<file path="src/rtl/imem_loader_if.sv">
// ============================================================================
// Module      : imem_loader_if
// Description : Byte-stream input and imem write-side bundle for the
//               instruction-memory bootloader.
// Revision    : 1.0 - initial release
// ============================================================================
`default_nettype none

interface imem_loader_if;
  // Byte stream from the UART receiver
  logic        i_rx_valid;
  logic [7:0]  i_rx_data;
  logic        o_rx_ready;
  // Instruction-memory write port
  logic        o_we;
  logic [31:0] o_waddr;
  logic [31:0] o_wdata;
  // Status
  logic        o_busy;
  logic        o_done;
  logic        o_err;
  logic        o_load_ok;

  // Loader side: consumes bytes, produces writes and status
  modport slave (
    input  i_rx_valid, i_rx_data,
    output o_rx_ready, o_we, o_waddr, o_wdata,
    output o_busy, o_done, o_err, o_load_ok
  );

  // Byte source / memory / core-reset side
  modport master (
    output i_rx_valid, i_rx_data,
    input  o_rx_ready, o_we, o_waddr, o_wdata,
    input  o_busy, o_done, o_err, o_load_ok
  );
endinterface

`default_nettype wire

</file>
<file path="src/rtl/imem_loader.sv">
// ============================================================================
// Module      : imem_loader
// Description : Byte-stream bootloader. Parses frames of the form
//               A5 | count[15:0] LE | count x 32-bit LE words | XOR checksum
//               and streams the words into the instruction memory write port
//               while holding the core in reset via o_busy.
// Revision    : 1.0 - initial release
// ============================================================================
`default_nettype none

module imem_loader #(
  parameter int          N         = 2048,
  parameter logic [31:0] BASE_ADDR = 32'h0000_0000,
  parameter int          TIMEOUT   = 1_000_000
) (
  input  wire logic    i_clk,
  input  wire logic    i_reset,
  imem_loader_if.slave bus
);

  typedef enum logic [2:0] {
    S_IDLE   = 3'd0,
    S_LEN_LO = 3'd1,
    S_LEN_HI = 3'd2,
    S_DATA   = 3'd3,
    S_CSUM   = 3'd4
  } state_t;

  localparam logic [7:0]  SYNC_BYTE = 8'hA5;
  localparam int          TW        = (TIMEOUT > 1) ? $clog2(TIMEOUT + 1) : 1;
  localparam logic [TW-1:0] TMO_LAST = TW'(TIMEOUT - 1);
  localparam logic [31:0] N_MAX     = 32'(N);

  state_t        state_q;
  logic          rdy_q;
  logic          busy_q;
  logic          done_q;
  logic          err_q;
  logic          load_ok_q;
  logic          we_q;
  logic [31:0]   waddr_q;
  logic [31:0]   wdata_q;
  logic [15:0]   cnt_q;      // word count of the current frame
  logic [15:0]   widx_q;     // index of the word being assembled
  logic [1:0]    bidx_q;     // byte lane of the next payload byte
  logic [23:0]   part_q;     // lower three bytes of the word in progress
  logic [7:0]    csum_q;     // running XOR of payload bytes
  logic [TW-1:0] tmo_q;      // idle cycles since the last accepted byte

  logic          fire;
  logic [15:0]   cnt_d;
  logic [23:0]   part_d;
  logic [7:0]    csum_d;
  logic [31:0]   waddr_d;

  // Byte handshake, lane insertion, checksum and write-address arithmetic
  always_comb begin
    fire    = bus.i_rx_valid & rdy_q;
    cnt_d   = {bus.i_rx_data, cnt_q[7:0]};
    csum_d  = csum_q ^ bus.i_rx_data;
    waddr_d = BASE_ADDR + {14'd0, widx_q, 2'b00};
    part_d  = part_q;
    case (bidx_q)
      2'd0:    part_d[7:0]   = bus.i_rx_data;
      2'd1:    part_d[15:8]  = bus.i_rx_data;
      2'd2:    part_d[23:16] = bus.i_rx_data;
      default: part_d        = part_q;
    endcase
  end

  // Frame parser FSM with registered strobes and status
  always_ff @(posedge i_clk or posedge i_reset) begin
    if (i_reset) begin
      state_q   <= S_IDLE;
      rdy_q     <= 1'b0;
      busy_q    <= 1'b0;
      done_q    <= 1'b0;
      err_q     <= 1'b0;
      load_ok_q <= 1'b0;
      we_q      <= 1'b0;
      waddr_q   <= '0;
      wdata_q   <= '0;
      cnt_q     <= '0;
      widx_q    <= '0;
      bidx_q    <= '0;
      part_q    <= '0;
      csum_q    <= '0;
      tmo_q     <= '0;
    end else begin
      // Ready is permanently high once out of reset; strobes default low
      rdy_q  <= 1'b1;
      done_q <= 1'b0;
      err_q  <= 1'b0;
      we_q   <= 1'b0;

      if (!fire) begin
        // Inactivity inside a frame aborts it, dropping any partial word
        if (state_q != S_IDLE) begin
          if (tmo_q == TMO_LAST) begin
            err_q   <= 1'b1;
            busy_q  <= 1'b0;
            state_q <= S_IDLE;
            tmo_q   <= '0;
          end else begin
            tmo_q <= tmo_q + TW'(1);
          end
        end
      end else begin
        tmo_q <= '0;
        case (state_q)
          S_IDLE: begin
            // Only the sync byte opens a frame; everything else is dropped
            if (bus.i_rx_data == SYNC_BYTE) begin
              state_q   <= S_LEN_LO;
              busy_q    <= 1'b1;
              load_ok_q <= 1'b0;
              csum_q    <= '0;
              bidx_q    <= '0;
              widx_q    <= '0;
            end
          end

          S_LEN_LO: begin
            cnt_q[7:0] <= bus.i_rx_data;
            state_q    <= S_LEN_HI;
          end

          S_LEN_HI: begin
            cnt_q[15:8] <= bus.i_rx_data;
            if ({16'd0, cnt_d} > N_MAX) begin
              err_q   <= 1'b1;
              busy_q  <= 1'b0;
              state_q <= S_IDLE;
            end else if (cnt_d == 16'd0) begin
              state_q <= S_CSUM;
            end else begin
              state_q <= S_DATA;
            end
          end

          S_DATA: begin
            csum_q <= csum_d;
            if (bidx_q == 2'd3) begin
              // Word complete: issue the write on the following cycle
              we_q    <= 1'b1;
              waddr_q <= waddr_d;
              wdata_q <= {bus.i_rx_data, part_q};
              bidx_q  <= '0;
              widx_q  <= widx_q + 16'd1;
              if (widx_q == cnt_q - 16'd1) begin
                state_q <= S_CSUM;
              end
            end else begin
              part_q <= part_d;
              bidx_q <= bidx_q + 2'd1;
            end
          end

          S_CSUM: begin
            if (bus.i_rx_data == csum_q) begin
              done_q    <= 1'b1;
              load_ok_q <= 1'b1;
            end else begin
              err_q <= 1'b1;
            end
            busy_q  <= 1'b0;
            state_q <= S_IDLE;
          end

          default: begin
            busy_q  <= 1'b0;
            state_q <= S_IDLE;
          end
        endcase
      end
    end
  end

  // Drive the bundle from the registered state
  always_comb begin
    bus.o_rx_ready = rdy_q;
    bus.o_we       = we_q;
    bus.o_waddr    = waddr_q;
    bus.o_wdata    = wdata_q;
    bus.o_busy     = busy_q;
    bus.o_done     = done_q;
    bus.o_err      = err_q;
    bus.o_load_ok  = load_ok_q;
  end

endmodule

`default_nettype wire
</file>
<file path="src/flat_wrapper.sv">
// flat-port wrapper written by rule: the top's interface ports become plain ports
module imem_loader_flat 
#(
  parameter int          N         = 2048,
  parameter logic [31:0] BASE_ADDR = 32'h0000_0000,
  parameter int          TIMEOUT   = 1_000_000
)
  (i_clk, i_reset, bus_i_rx_valid, bus_i_rx_data, bus_o_rx_ready, bus_o_we, bus_o_waddr, bus_o_wdata, bus_o_busy, bus_o_done, bus_o_err, bus_o_load_ok);
  imem_loader_if bus_i ();
  input  wire logic i_clk;
  input  wire logic i_reset;
  input wire logic [$bits(bus_i.i_rx_valid)-1:0] bus_i_rx_valid;
  input wire logic [$bits(bus_i.i_rx_data)-1:0] bus_i_rx_data;
  output wire logic [$bits(bus_i.o_rx_ready)-1:0] bus_o_rx_ready;
  output wire logic [$bits(bus_i.o_we)-1:0] bus_o_we;
  output wire logic [$bits(bus_i.o_waddr)-1:0] bus_o_waddr;
  output wire logic [$bits(bus_i.o_wdata)-1:0] bus_o_wdata;
  output wire logic [$bits(bus_i.o_busy)-1:0] bus_o_busy;
  output wire logic [$bits(bus_i.o_done)-1:0] bus_o_done;
  output wire logic [$bits(bus_i.o_err)-1:0] bus_o_err;
  output wire logic [$bits(bus_i.o_load_ok)-1:0] bus_o_load_ok;
  assign bus_i.i_rx_valid = bus_i_rx_valid;
  assign bus_i.i_rx_data = bus_i_rx_data;
  assign bus_o_rx_ready = bus_i.o_rx_ready;
  assign bus_o_we = bus_i.o_we;
  assign bus_o_waddr = bus_i.o_waddr;
  assign bus_o_wdata = bus_i.o_wdata;
  assign bus_o_busy = bus_i.o_busy;
  assign bus_o_done = bus_i.o_done;
  assign bus_o_err = bus_i.o_err;
  assign bus_o_load_ok = bus_i.o_load_ok;
  imem_loader #(.N(N), .BASE_ADDR(BASE_ADDR), .TIMEOUT(TIMEOUT)) u_core (.i_clk(i_clk), .i_reset(i_reset), .bus(bus_i));
endmodule
</file>
<file path="config.mk">
export PLATFORM = sky130hd
export DESIGN_NAME = imem_loader_flat
export DESIGN_NICKNAME = d
export VERILOG_FILES = /design/src/rtl/imem_loader_if.sv /design/src/rtl/imem_loader.sv /design/src/flat_wrapper.sv
export SDC_FILE = /design/constraint.sdc
export NUM_CORES = 1
export LEC_CHECK = 0
export BUFFER_PORTS_ARGS = -buffer_cell sky130_fd_sc_hd__buf_2
export CAP_MARGIN = 20
export CORE_UTILIZATION = 55
export DETAILED_ROUTE_END_ITERATION = 16
export GPL_TIMING_DRIVEN = 0
export HOLD_SLACK_MARGIN = 0.02
export PLACE_DENSITY = 0.79
export SLEW_MARGIN = 20
export SYNTH_ARGS = -nofsm -noshare
export SYNTH_HDL_FRONTEND = slang
export SYNTH_SLANG_ARGS = --single-unit
</file>
<file path="constraint.sdc">
create_clock -name i_clk -period 6.3 [get_ports i_clk]
set_input_delay 0.63 -clock i_clk [delete_from_list [all_inputs] [get_ports i_clk]]
set_output_delay 0.63 -clock i_clk [all_outputs]
set_load 0.1 [all_outputs]
</file>
# Yosys cells after proc, flatten, opt, wreduce, memory -nomap -nowiden
# Index checks and enable logic that the tools add are counted.
[op_classes]
n_eq_ne = 19
reduce_logical = 20
bitwise_logic = 3
n_mux = 41
order_cmp = 1
n_addsub = 4
[ops]
columns = ["cell", "count"]
rows = [
  ["20-bit 2-to-1 mux", 3],
  ["16-bit 2-to-1 mux", 2],
  ["16-bit case mux with 2 select lines", 1],
  ["3-bit 2-to-1 mux", 8],
  ["20-bit by 1-bit adder with 20-bit output (second input constant)", 1],
  ["20-bit equality test (second input constant)", 1],
  ["4-bit AND reduction", 5],
  ["1-bit 2-to-1 mux", 18],
  ["16-bit by 1-bit adder with 16-bit output (second input constant)", 1],
  ["16-bit equality test", 1],
  ["16-bit by 12-bit greater-than comparator with 1-bit output (second input constant)", 1],
  ["16-bit logical NOT", 1],
  ["8-bit case mux with 2 select lines", 1],
  ["16-bit by 1-bit subtractor with 16-bit output (second input constant)", 1],
  ["3-bit inequality test (second input constant)", 4],
  ["3-bit case mux with 4 select lines", 1],
  ["5-bit AND reduction", 2],
  ["8-bit equality test", 1],
  ["8-bit equality test (second input constant)", 1],
  ["8-bit 2-to-1 mux", 1],
  ["2-bit nonzero test", 4],
  ["8-bit bitwise XOR", 1],
  ["3-bit by 2-bit equality test with 1-bit output (second input constant)", 2],
  ["2-bit by 1-bit inequality test with 1-bit output (second input constant)", 3],
  ["other kinds (18)", 23],
]
[word_totals]
inputBits = 11
word_cells = 106
regBits = 143

# Depth between registers and ports, before layout
[logic_depth]
ltp_word = 6
ltp_mapped = 9
ltp_nobuf = 9

# Worst setup path after synthesis
# No wires, ideal clock.
[synth_path]
path_kind = "reg2reg"
from = "register u_core.rdy_q (netlist: u_core.bus.o_rx_ready)"
to = "register u_core.cnt_q[2]"
t_arrival_ps = 2355
setup_time_ps = 125
stages_incl_launch_ff = 5
path_slack_ps = 3820
period_less_slack_ps = 2480
cell_sequence = "dfrtp_1 -> nand2_1 -> nor4b_1 -> clkbuf_1 -> mux2_2"
[synth_between]
elab_chain_cells = 2
[synth_rtl]
columns = ["element", "line", "text"]
rows = [
  ["start: declaration", "imem_loader.sv:35", "logic rdy_q;"],
  ["start signal: assignment", "imem_loader.sv:75", "rdy_q <= 1'b0;"],
  ["start signal: assignment", "imem_loader.sv:91", "rdy_q <= 1'b1;"],
  ["1-bit bitwise AND", "imem_loader.sv:58", "fire = bus.i_rx_valid & rdy_q;"],
  ["2-bit AND reduction (no line)", "-", ""],
  ["end signal: assignment", "imem_loader.sv:124", "cnt_q[7:0] <= bus.i_rx_data;"],
  ["end: declaration", "imem_loader.sv:43", "logic [15:0] cnt_q;"],
]
# No other way between the ends.
# A chain may end at the register's enable or synchronous reset.

# Worst setup path after layout
[layout_path]
from = "register u_core.state_q[0]"
to = "register u_core.waddr_q[4] (netlist: u_core.bus.o_waddr[4])"
[layout_between]
elab_chain_cells = 2
[layout_rtl]
columns = ["element", "line", "text"]
rows = [
  ["start: declaration", "imem_loader.sv:34", "state_t state_q;"],
  ["start signal: assignment", "imem_loader.sv:74", "state_q <= S_IDLE;"],
  ["start signal: assignment", "imem_loader.sv:102", "state_q <= S_IDLE;"],
  ["start signal: assignment", "imem_loader.sv:114", "state_q <= S_LEN_LO;"],
  ["3-bit by 2-bit equality test with 1-bit output", "imem_loader.sv:110", "case (state_q)"],
  ["3-bit AND reduction (no line)", "-", ""],
  ["end signal: assignment", "imem_loader.sv:146", "waddr_q <= waddr_d;"],
  ["end: declaration", "imem_loader.sv:41", "logic [31:0] waddr_q;"],
]
# No other way between the ends.

==> out/qor.yml <==
critPathMaxFanout: 10
rsz0062_at_grt: "no"
antenna_found_initial: 0
grt_use_total_pct: 25.65
vias: 5301
required_ns: 6.66
final.setup_skew_ns: 0.01161
hold_slack_ns: 0.2154
place_inst: 916
path_clk_slew_ns: 0.06
areaGrowthSynthToFinish_pct: 17.35
postCtsSetupRepairBufs: 0
final_area_um2: 8133
die_y_um: 114.3
synthArstFlopShare_pct: 100.0
max_freq_ghz: 0.3991
yosysSeqAreaShare_pct: 51.63
hpwl_mm: 10.31
outcome: "finished clean"
clkLatencyLatePin_ns: 0.42
root_buffer: "clkbuf_16"
io_pins: 81
worstSetupStartpoint: "u_core.state_q[0]"
ys_ff_latch: 143
vias_per_cell: 5.592
row_count: 40
place_congestion: 0.8545
synth_top_area_share_pct: 51.63
dieArea_um2: 13050
drtIter0Drc: 423
slew-limit-headroom_pct: 50.41
yosys_warnings: 0
power.leakage_nw: 4.190
core_area_um2: 12160
wire_per_inst_um: 16.26
setup_viol: 0
yosys-top-cells-area: "dfrtp_1 52%, mux2_2 11%, nand2_1 6.4%"
die_w_um: 114.3
r2r-start: "u_core.state_q[0]"
first_pass_iters: 5
hp-class: "in2async"
post-route-min-period_ns: 2.506
synth.distinct_cells: 58
critical_path_class: "reg2reg"
finalCritPeriodShare_pct: 39.77
avgSynthCellArea_um2: 10.37
cts_hold_buf: 0
ir_worst_vdd_mv: 0.2406
cts_tree: "done"
post-route-util_pct: 66.87
fin_nets: 786
tns_ns: 0
worstSetupEndpointType: "register"
remaining_drc_errors: 0
synth-main-ff-cell: "dfrtp_1"
hold_violations: 0
yosys.area.top_type: "dfrtp_1"
final_cells: 948
placed_area_um2: 7552
synth_edf_count: 0
cp-start-kind: "register"
cap_violations: 0
syn_inst: 668
cts_buffers: 17
syn_area_um2: 6930
mostFrequentLayoutCells: "143 x dfrtp_1, 118 x nand2_1, 73 x buf_2"
initial_core_util_pct: 56.99
clock_sinks: 143
grt_max_degree: 91
ctsResizeCount: 0
cts.htree.levels: 4
p_per_area_nw_per_um2: 277.3
clockBufferDepth: 2
grt_pass1_wl_mm: 25.54
grt-ovfl-total: 0
routed_wl_mm: 15.42
tightest_slew_ns: 0.7439
portBuffers: 64
worstPathArrival_ns: 2.86
drv_slew: 0
final_common_cell: "dfrtp_1"
layout-drive-gt1-share_pct: 26.54
first_global_vias: 5129
ant_nets: 0
antennaDiodeCount: 0
-- through the flow --
| step | setup WS (ns) | power [mW] |
|---|---|---|
| after floorplan | 1.832 | 1.224 |
| after detailed placement | 3.556 | 1.285 |
| final | 3.794 | 2.255 |
| after global routing | 3.552 | 2.339 |
| after CTS | 3.791 | 2.266 |
| after global placement | 0.5504 | 1.271 |
-- power by group --
part / internal, mW / switching [mW] / total (mW) / leakage [nW]
Clock: 0.572 / 0.409 / 0.981 / 0.283
Combinational: 0.0929 / 0.193 / 0.286 / 1.95
Sequential: 0.951 / 0.0379 / 0.988 / 1.95
Total: 1.62 / 0.640 / 2.26 / 4.19
-- area by class of cell --
| class | count | area [µm²] |
|---|---|---|
| Tap cell | 168 | 210.2 |
| Timing Repair Buffer | 65 | 347.8 |
| Clock inverter | 13 | 127.6 |
| Buffer | 48 | 261.5 |
| Multi-Input combinational cell | 479 | 3098 |
| Clock buffer | 19 | 452.9 |
| Inverter | 13 | 56.30 |
| Sequential cell | 143 | 3578 |
| Fill cell | 933 | 4029 |
-- worst max-delay path: stages, from the launching register on --
cell and delay [ns]:
dfrtp_1 0.40, buf_2 0.23, nand3b_1 0.17, nor2_1 0.20
nand2_1 0.28, inv_1 0.17, buf_2 0.28, clkbuf_1 0.45
nand2_1 0.17, nand2_1 0.09
-- final timing paths --
kind                       slack [ns]               endpoint  cells past startpoint
setup / recovery                 3.79  u_core.bus.o_waddr[4]                      9
min in group i_clk               0.47  u_core.bus.o_waddr[5]                      2
max in group asynchronous        5.36      u_core.widx_q[15]                      3
hold / removal                   0.22        u_core.tmo_q[0]                      2
setup reg to reg                 3.79  u_core.bus.o_waddr[4]                      9
hold reg to reg                  0.47  u_core.bus.o_waddr[5]                      2
-- kinds of logic (layout without fill, tap and decap cells) --
logic type | Yosys count | after routing | synth area share, %
and+or+nand+nor | 251 | 251 | 17.80
DFF | 143 | 143 | 51.63
AOI/OAI and AO/OA | 84 | 84 | 6.969
muxes | 73 | 73 | 11.75
buffers and inverters | 61 | 158 | 4.477
xor gates and xnor gates | 46 | 46 | 5.813
adders and majority gates | 8 | 8 | 1.444
other | 2 | 17 | 0.1084
-- cells in the mapped netlist, types with 2 or more instances --
master / n
nor4_2: 2
nor2_2: 2
or3_1: 9
nor2_1: 49
nor4b_1: 3
and3_1: 9
nor3_1: 9
buf_4: 16
inv_1: 13
or4_1: 3
nor4_1: 4
o21ai_0: 43
clkbuf_2: 2
nand3b_1: 2
and2_1: 2
buf_2: 9
nand3_1: 15
a21o_1: 4
mux2i_1: 6
conb_1: 2
nand4_1: 7
nand2_1: 118
or4b_1: 2
xor2_1: 33
a21oi_1: 20
xnor2_1: 13
dfrtp_1: 143
clkbuf_1: 19
nor3_4: 2
o31ai_1: 5
o22ai_1: 2
mux2_2: 67
ha_1: 8
-- per-layer routing --
layer | vias to the layer above | global-route usage, % | wire length (µm)
met5 | - | 0 | 0
met4 | 0 | 11.34 | 404
met3 | 34 | 6.406 | 1053
met2 | 201 | 41.09 | 7447
met1 | 2603 | 33.18 | 6510
li1 | 2463 | - | -
-- sequential cells by signal, summed over array words and instances (netlist names), 2 cells and up --
register / flops
u_core.widx_q: 16
u_core.csum_q: 8
u_core.bus.o_waddr: 16
u_core.bidx_q: 2
u_core.cnt_q: 16
u_core.part_q: 24
u_core.tmo_q: 20
u_core.state_q: 3
u_core.bus.o_wdata: 32
(Power assumes the default switching activity.)
